### config.mk
export PLATFORM = sky130hd
export DESIGN_NAME = udp_preimage_scan_flat
export DESIGN_NICKNAME = d
export VERILOG_FILES = /design/src/rtl/udp_preimage_scan_pkg.sv /design/src/rtl/udp_preimage_scan_if.sv /design/src/rtl/udp_preimage_lastmask.sv /design/src/rtl/udp_preimage_scan.sv /design/src/flat_wrapper.sv
export SDC_FILE = /design/constraint.sdc
export NUM_CORES = 1
export LEC_CHECK = 0
export ABC_AREA = 1
export BUFFER_PORTS_ARGS = -buffer_cell sky130_fd_sc_hd__buf_2
export CAP_MARGIN = 5
export CORE_ASPECT_RATIO = 1.2
export CORE_MARGIN = 1.5
export CORE_UTILIZATION = 55
export CTS_BUF_LIST = sky130_fd_sc_hd__clkbuf_16
export DETAILED_ROUTE_END_ITERATION = 10
export PLACE_DENSITY_LB_ADDON = 0.12
export SLEW_MARGIN = 30
export SYNTH_ARGS = -nofsm -noshare
export SYNTH_HDL_FRONTEND = slang
export SYNTH_SLANG_ARGS = --single-unit
### constraint.sdc
create_clock -name clk -period 1.6 [get_ports clk]
set_input_delay 0.32 -clock clk [delete_from_list [all_inputs] [get_ports clk]]
set_output_delay 0.32 -clock clk [all_outputs]
set_load 0.05 [all_outputs]
### src/rtl/udp_preimage_scan_pkg.sv
// Shared types and defaults for the truth-table preimage scanner.
package udp_preimage_scan_pkg;
    typedef enum logic [1:0] {
        ST_IDLE  = 2'd0,
        ST_SCAN  = 2'd1,
        ST_DRAIN = 2'd2,
        ST_DONE  = 2'd3
    } state_t;

    // a | (b & ~c), indexed {a,b,c}
    localparam logic [7:0] DEF_TABLE = 8'hF4;
endpackage

### src/rtl/udp_preimage_scan_if.sv
// Request / match-stream bundle for udp_preimage_scan.
interface udp_preimage_scan_if #(parameter int N_IN = 3);
    logic                 start;
    logic                 target;
    logic [2**N_IN-1:0]   tbl_in;
    logic                 use_def;
    logic                 busy;
    logic                 out_valid;
    logic                 out_ready;
    logic [N_IN-1:0]      out_combo;
    logic                 out_last;
    logic                 done;
    logic [N_IN:0]        match_count;

    modport master (
        output start, target, tbl_in, use_def, out_ready,
        input  busy, out_valid, out_combo, out_last, done, match_count
    );
    modport slave (
        input  start, target, tbl_in, use_def, out_ready,
        output busy, out_valid, out_combo, out_last, done, match_count
    );
endinterface

### src/rtl/udp_preimage_lastmask.sv
// Flags whether any table entry above idx also equals the target value.
module udp_preimage_lastmask #(
    parameter int N_IN = 3
) (
    input  logic [2**N_IN-1:0] tbl,
    input  logic               target,
    input  logic [N_IN-1:0]    idx,
    output logic               any_above
);
    logic [2**N_IN-1:0] hit;
    logic [2**N_IN-1:0] above;

    assign hit = target ? tbl : ~tbl;

    for (genvar j = 0; j < 2**N_IN; j++) begin : g_above
        localparam logic [N_IN-1:0] J = N_IN'(j);
        assign above[j] = hit[j] & (J > idx);
    end

    assign any_above = |above;
endmodule

### src/rtl/udp_preimage_scan.sv
// Walks every combination of a latched truth table once and streams the ones
// whose output equals the target, then pulses done with the match count.
module udp_preimage_scan #(
    parameter int                 N_IN      = 3,
    parameter logic [2**N_IN-1:0] DEF_TABLE = udp_preimage_scan_pkg::DEF_TABLE
) (
    input logic               clk,
    input logic               rst,
    udp_preimage_scan_if.slave bus
);
    import udp_preimage_scan_pkg::*;

    localparam logic [N_IN-1:0] IDX_MAX = '1;

    state_t               state, state_nxt;
    logic [N_IN-1:0]      idx;
    logic [2**N_IN-1:0]   tbl;
    logic                 tgt;
    logic                 out_valid_q;
    logic [N_IN-1:0]      out_combo_q;
    logic                 out_last_q;
    logic [N_IN:0]        cnt;
    logic                 match, accept, can_load, advance, any_above;

    assign match    = (tbl[idx] == tgt);
    assign accept   = out_valid_q & bus.out_ready;
    // output slot is free if empty or being drained this cycle
    assign can_load = !out_valid_q || bus.out_ready;
    assign advance  = !match || can_load;

    udp_preimage_lastmask #(.N_IN(N_IN)) u_lastmask (
        .tbl       (tbl),
        .target    (tgt),
        .idx       (idx),
        .any_above (any_above)
    );

    always_ff @(posedge clk or posedge rst) begin
        if (rst) state <= ST_IDLE;
        else     state <= state_nxt;
    end

    always_comb begin
        state_nxt = state;
        case (state)
            ST_IDLE:  if (bus.start) state_nxt = ST_SCAN;
            ST_SCAN:  if (advance && idx == IDX_MAX) state_nxt = ST_DRAIN;
            ST_DRAIN: if (!out_valid_q || bus.out_ready) state_nxt = ST_DONE;
            default:  state_nxt = ST_IDLE;
        endcase
    end

    always_comb begin
        bus.busy = (state != ST_IDLE);
        bus.done = (state == ST_DONE);
    end

    always_ff @(posedge clk or posedge rst) begin
        if (rst) begin
            idx         <= '0;
            tbl         <= DEF_TABLE;
            tgt         <= 1'b0;
            out_valid_q <= 1'b0;
            out_combo_q <= '0;
            out_last_q  <= 1'b0;
            cnt         <= '0;
        end else begin
            case (state)
                ST_IDLE: if (bus.start) begin
                    tbl <= bus.use_def ? DEF_TABLE : bus.tbl_in;
                    tgt <= bus.target;
                    cnt <= '0;
                    idx <= '0;
                end
                ST_SCAN: begin
                    if (match && can_load) begin
                        out_combo_q <= idx;
                        out_valid_q <= 1'b1;
                        out_last_q  <= !any_above;
                        cnt         <= cnt + 1'b1;
                    end else if (accept) begin
                        out_valid_q <= 1'b0;
                    end
                    // idx parks on the last entry; the FSM leaves SCAN instead of wrapping
                    if (advance && idx != IDX_MAX) idx <= idx + 1'b1;
                end
                ST_DRAIN: if (accept) out_valid_q <= 1'b0;
                default: ;
            endcase
        end
    end

    assign bus.out_valid   = out_valid_q;
    assign bus.out_combo   = out_combo_q;
    assign bus.out_last    = out_last_q;
    assign bus.match_count = cnt;
endmodule
### src/flat_wrapper.sv
// flat-port wrapper written by rule: the top's interface ports become plain ports
module udp_preimage_scan_flat import udp_preimage_scan_pkg::*;
#(
    parameter int                 N_IN      = 3,
    parameter logic [2**N_IN-1:0] DEF_TABLE = udp_preimage_scan_pkg::DEF_TABLE
)
  (clk, rst, bus_start, bus_target, bus_tbl_in, bus_use_def, bus_out_ready, bus_busy, bus_out_valid, bus_out_combo, bus_out_last, bus_done, bus_match_count);
  udp_preimage_scan_if #(.N_IN(N_IN)) bus_i ();
  input logic clk;
  input logic rst;
  input wire logic [$bits(bus_i.start)-1:0] bus_start;
  input wire logic [$bits(bus_i.target)-1:0] bus_target;
  input wire logic [$bits(bus_i.tbl_in)-1:0] bus_tbl_in;
  input wire logic [$bits(bus_i.use_def)-1:0] bus_use_def;
  input wire logic [$bits(bus_i.out_ready)-1:0] bus_out_ready;
  output wire logic [$bits(bus_i.busy)-1:0] bus_busy;
  output wire logic [$bits(bus_i.out_valid)-1:0] bus_out_valid;
  output wire logic [$bits(bus_i.out_combo)-1:0] bus_out_combo;
  output wire logic [$bits(bus_i.out_last)-1:0] bus_out_last;
  output wire logic [$bits(bus_i.done)-1:0] bus_done;
  output wire logic [$bits(bus_i.match_count)-1:0] bus_match_count;
  assign bus_i.start = bus_start;
  assign bus_i.target = bus_target;
  assign bus_i.tbl_in = bus_tbl_in;
  assign bus_i.use_def = bus_use_def;
  assign bus_i.out_ready = bus_out_ready;
  assign bus_busy = bus_i.busy;
  assign bus_out_valid = bus_i.out_valid;
  assign bus_out_combo = bus_i.out_combo;
  assign bus_out_last = bus_i.out_last;
  assign bus_done = bus_i.done;
  assign bus_match_count = bus_i.match_count;
  udp_preimage_scan #(.N_IN(N_IN), .DEF_TABLE(DEF_TABLE)) u_core (.clk(clk), .rst(rst), .bus(bus_i));
endmodule
==> summary.md <==
| Metric | Value |
|---|---|
| Pins over their slew limit | `0` |
| Final Util | `0.7370` |
| Synth area leader | `dfrtp_1` |
| Simple-gate share of the synthesized area | `0.3055` |
| ANT cells | `0` |
| DR iter-0 viols | `between 50 and 60` |
| Fillers | `between 150 and 200` |
| Wire per inst | `13.94 um` |
| Hold_ws | `between 0.06 and 0.07 ns` |
| CP Class | `reg -> reg` |
| Top delay family on crit path | `simple AND/OR/NAND/NOR gates` |
| Post-Synthesis Cells | `~180` |
| Adder and majority gate portion of the synthesized area | `0.06963` |
| CTS max path bufs | `2` |
| PortBufs | `24` |
| Grt ovf | `0` |
| Cell Rows | `20` |
| Hold WC Path Type | `in -> async` |
| Initial Util | `0.5745` |
| Pwr Total | `3853 uW` |
| Setup Skew | `0.001658 ns` |
| Syn avg cell area | `around 8 um^2` |
| Share of cells above drive strength 1 | `0.3641` |
| Reg-to-Reg Start | `u_core.idx[0]` |
| Die area | `approximately 3000 um^2` |
| Largest net degree at the start of global routing | `14` |
| Vias | `approximately 1,400` |
| Synthesis-stage register bit count | `23` |
| DP HPWL | `about 2400 um` |
| Area Overhead vs Synth | `28.29%` |
| Num ports | `25` |
| Hold_buf cts | `0` |
| FF-to-FF path depth | `12` |
| Outcome | `complete, no violations` |
| CP endpoint kind | `flop` |
| Top cells by area, synth | `dfrtp_1 (31%), nand2_1 (13%), dfstp_2 (9.1%)` |
| All-layer global routing usage | `0.2503` |
| Compound-cell area share of the yosys netlist | `0.1349` |
| RSZ-0062 raised after global routing | `true` |
| CTS Sinks | `23` |
| # placed instances | `240` |
| Post-Synth XOR/XNOR Area | `0.01218` |
| EDFF count, synth | `0` |
| Slew at the pin with the worst max-slew slack | `roughly 0.48 ns` |
| CP required | `approximately 1.8 ns` |
| Number of remaining DRC errors | `0` |
| Tcrit/Tclk final | `0.9731` |
| Core Area | `~2500 um^2` |
| Post-Layout Cell Count | `250` |
| Number of global-route vias before repair | `around 1,400` |
| FF+latch area | `583.1 um^2` |
| H-tree levels | `1` |
| Max IR drop VDD | `approximately 1400 uV` |
| Register area share after synthesis | `0.4047` |
| First-pass GRT wire length | `5651 um` |
| Mux contribution to synthesized area | `0` |
| Max_cap viols | `0` |
| Largest family of logic cells by synthesized area | `simple AND/OR/NAND/NOR gates` |
| Final min period | `1.557 ns` |
| Fin nets | `between 200 and 250` |
| Yosys cell types | `25` |
| WP buf/inv | `1` |
| Achievable frequency | `642.3 MHz` |
| Syn nets | `approximately 200` |
| Antenna Violating Nets Remaining | `0` |
| Fin Setup TNS | `0 ns` |
| Num CTS Buffers | `3` |
| PD cells | `approximately 2100 nW/um^2` |
| Critical Path Source Type | `flop` |
| Mapped Area | `around 1400 um^2` |
| Reg clk slew, reported paths | `around 0.06 ns` |
| Ys flop type | `dfrtp_1` |
| Insertion delay to the later sink of the worst-skew pair | `0.26 ns` |
| Via/cell ratio | `~5.5` |
| Die X | `49.67 um` |
| Top cell type's share of synthesized area | `0.3133` |
| CTS Root Cell | `clkbuf_16` |
| R2R Path End | `u_core.idx[0]` |
| Arrival @ worst endpoint | `approximately 1.7 ns` |
| Slew Limit Headroom | `0.6807` |
| Final setup vio count | `0` |
| Total Wirelength | `roughly 3500 um` |
| CTS tree | `done` |
| CP Cell Sequence | `inv_4 > nand2_1 > nand3_2 > nand3_4 > nand2_2 > nand2_4 > nand3_2 > nand2_2 > nand2_4 > nand2_4 > nand2_1 > nand2_1` |
| Initial antenna violation count | `0` |
| Die Y | `59.01 um` |
| GP Congestion | `slightly below 1` |
| Multi-input gate area | `around 830 um^2` |
| R2r setup slk | `roughly 0.043 ns` |
| Yosys warns | `0` |
| Critical-path top delay cell | `dfrtp_2` |
| Lkg Pwr | `about 0.00095 uW` |
| Final Hold Violating Endpoints | `0` |
| CP max stage delay | `0.45 ns` |
| Async set-reset flop share out of synthesis | `1.000` |
| Detailed Routing Iterations Pass 1 | `4` |
| Largest driver fanout on the critical path | `7` |
per-layer routing:
layer | routed length [um] | share of wire | up-vias | track usage
li1 | - | - | 666 | -
met1 | 1379 | 0.40 | 640 | 0.2848
met2 | 1865 | 0.53 | 51 | 0.4419
met3 | 128 | 0.037 | 11 | 0.03788
met4 | 113 | 0.032 | 0 | 0.1548
met5 | 0 | 0 | - | 0
timing repair:
action                     CTS  global route
setup buffers                2             4
gates resized for setup      1            22
pin swaps                    0             8
setup endpoints to repair    1            18
logic make-up after synthesis:
family | after synthesis
compound gates | 35
fa+ha+maj | 8
buf+inv | 26
flops | 23
xor+xnor | 2
simple gates | 85
cells in the mapped netlist (3+ instances only):
cell type	count
inv_1	21
nand3_2	5
nand2_1	48
nand2_4	4
a21oi_1	4
dfstp_2	5
o21ai_0	19
nand2_2	4
dfrtp_1	18
inv_2	3
nand3_1	14
o21ai_1	7
nor2_1	3
ha_1	8
report_power, final:
part / internal (uW) / switching, uW / leakage [uW] / total (uW)
registers: 848 / 247 / 0.000289 / 1090
clock network: 334 / 211 / 0.0000423 / 545
logic: 807 / 1410 / 0.000621 / 2210
total: 1990 / 1860 / 0.000953 / 3850
how the worst max path moves through the flow:
stage	end	startpoint	cells past startpoint
after CTS	bus_busy	u_core.state[0]	4
after global routing	u_core.state[1]	u_core.idx[0]	12
after detailed placement	u_core.state[1]	u_core.idx[0]	12
final	u_core.idx[0]	u_core.idx[0]	12
after global placement	u_core.state[1]	u_core.idx[0]	11
after floorplan	u_core.state[0]	u_core.state[0]	8
cell usage in the layout, fill, tap and decap left out, drive strengths merged, types with 3 or more instances in the layout:
cell type,n
clkbuf,3
ha,8
a21oi,4
o21ai,27
nor2,4
buf,36
inv,25
dfrtp,18
nand3,20
dfstp,5
nand2,56
final cells by class:
cell class / instances / share of cell area
Clock buffer: 3 / 0.04071
Multi-Input combinational cell: 130 / 0.4498
Inverter: 24 / 0.05156
Timing Repair Buffer: 36 / 0.1174
Clock inverter: 1 / 0.002035
Sequential cell: 23 / 0.3161
Tap cell: 33 / 0.02239
sequential cells by signal, summed over array words and instances, names as in the netlist:
register                cells
u_core.tbl                  8
u_core.tgt                  1
u_core.bus.out_last         1
u_core.bus.out_valid        1
u_core.state                2
u_core.idx                  3
u_core.bus.out_combo        3
u_core.bus.match_count      4
per-stage QoR:
step	setup slack (ns)	area, um^2
CTS	0.003910	1725
finish	0.04297	1844
global placement	0.1157	1629
global route	-0.03150	1844
detailed placement	0.05218	1629
floorplan	0.06085	1438
No activity file was read; power rests on OpenSTA's default activity.
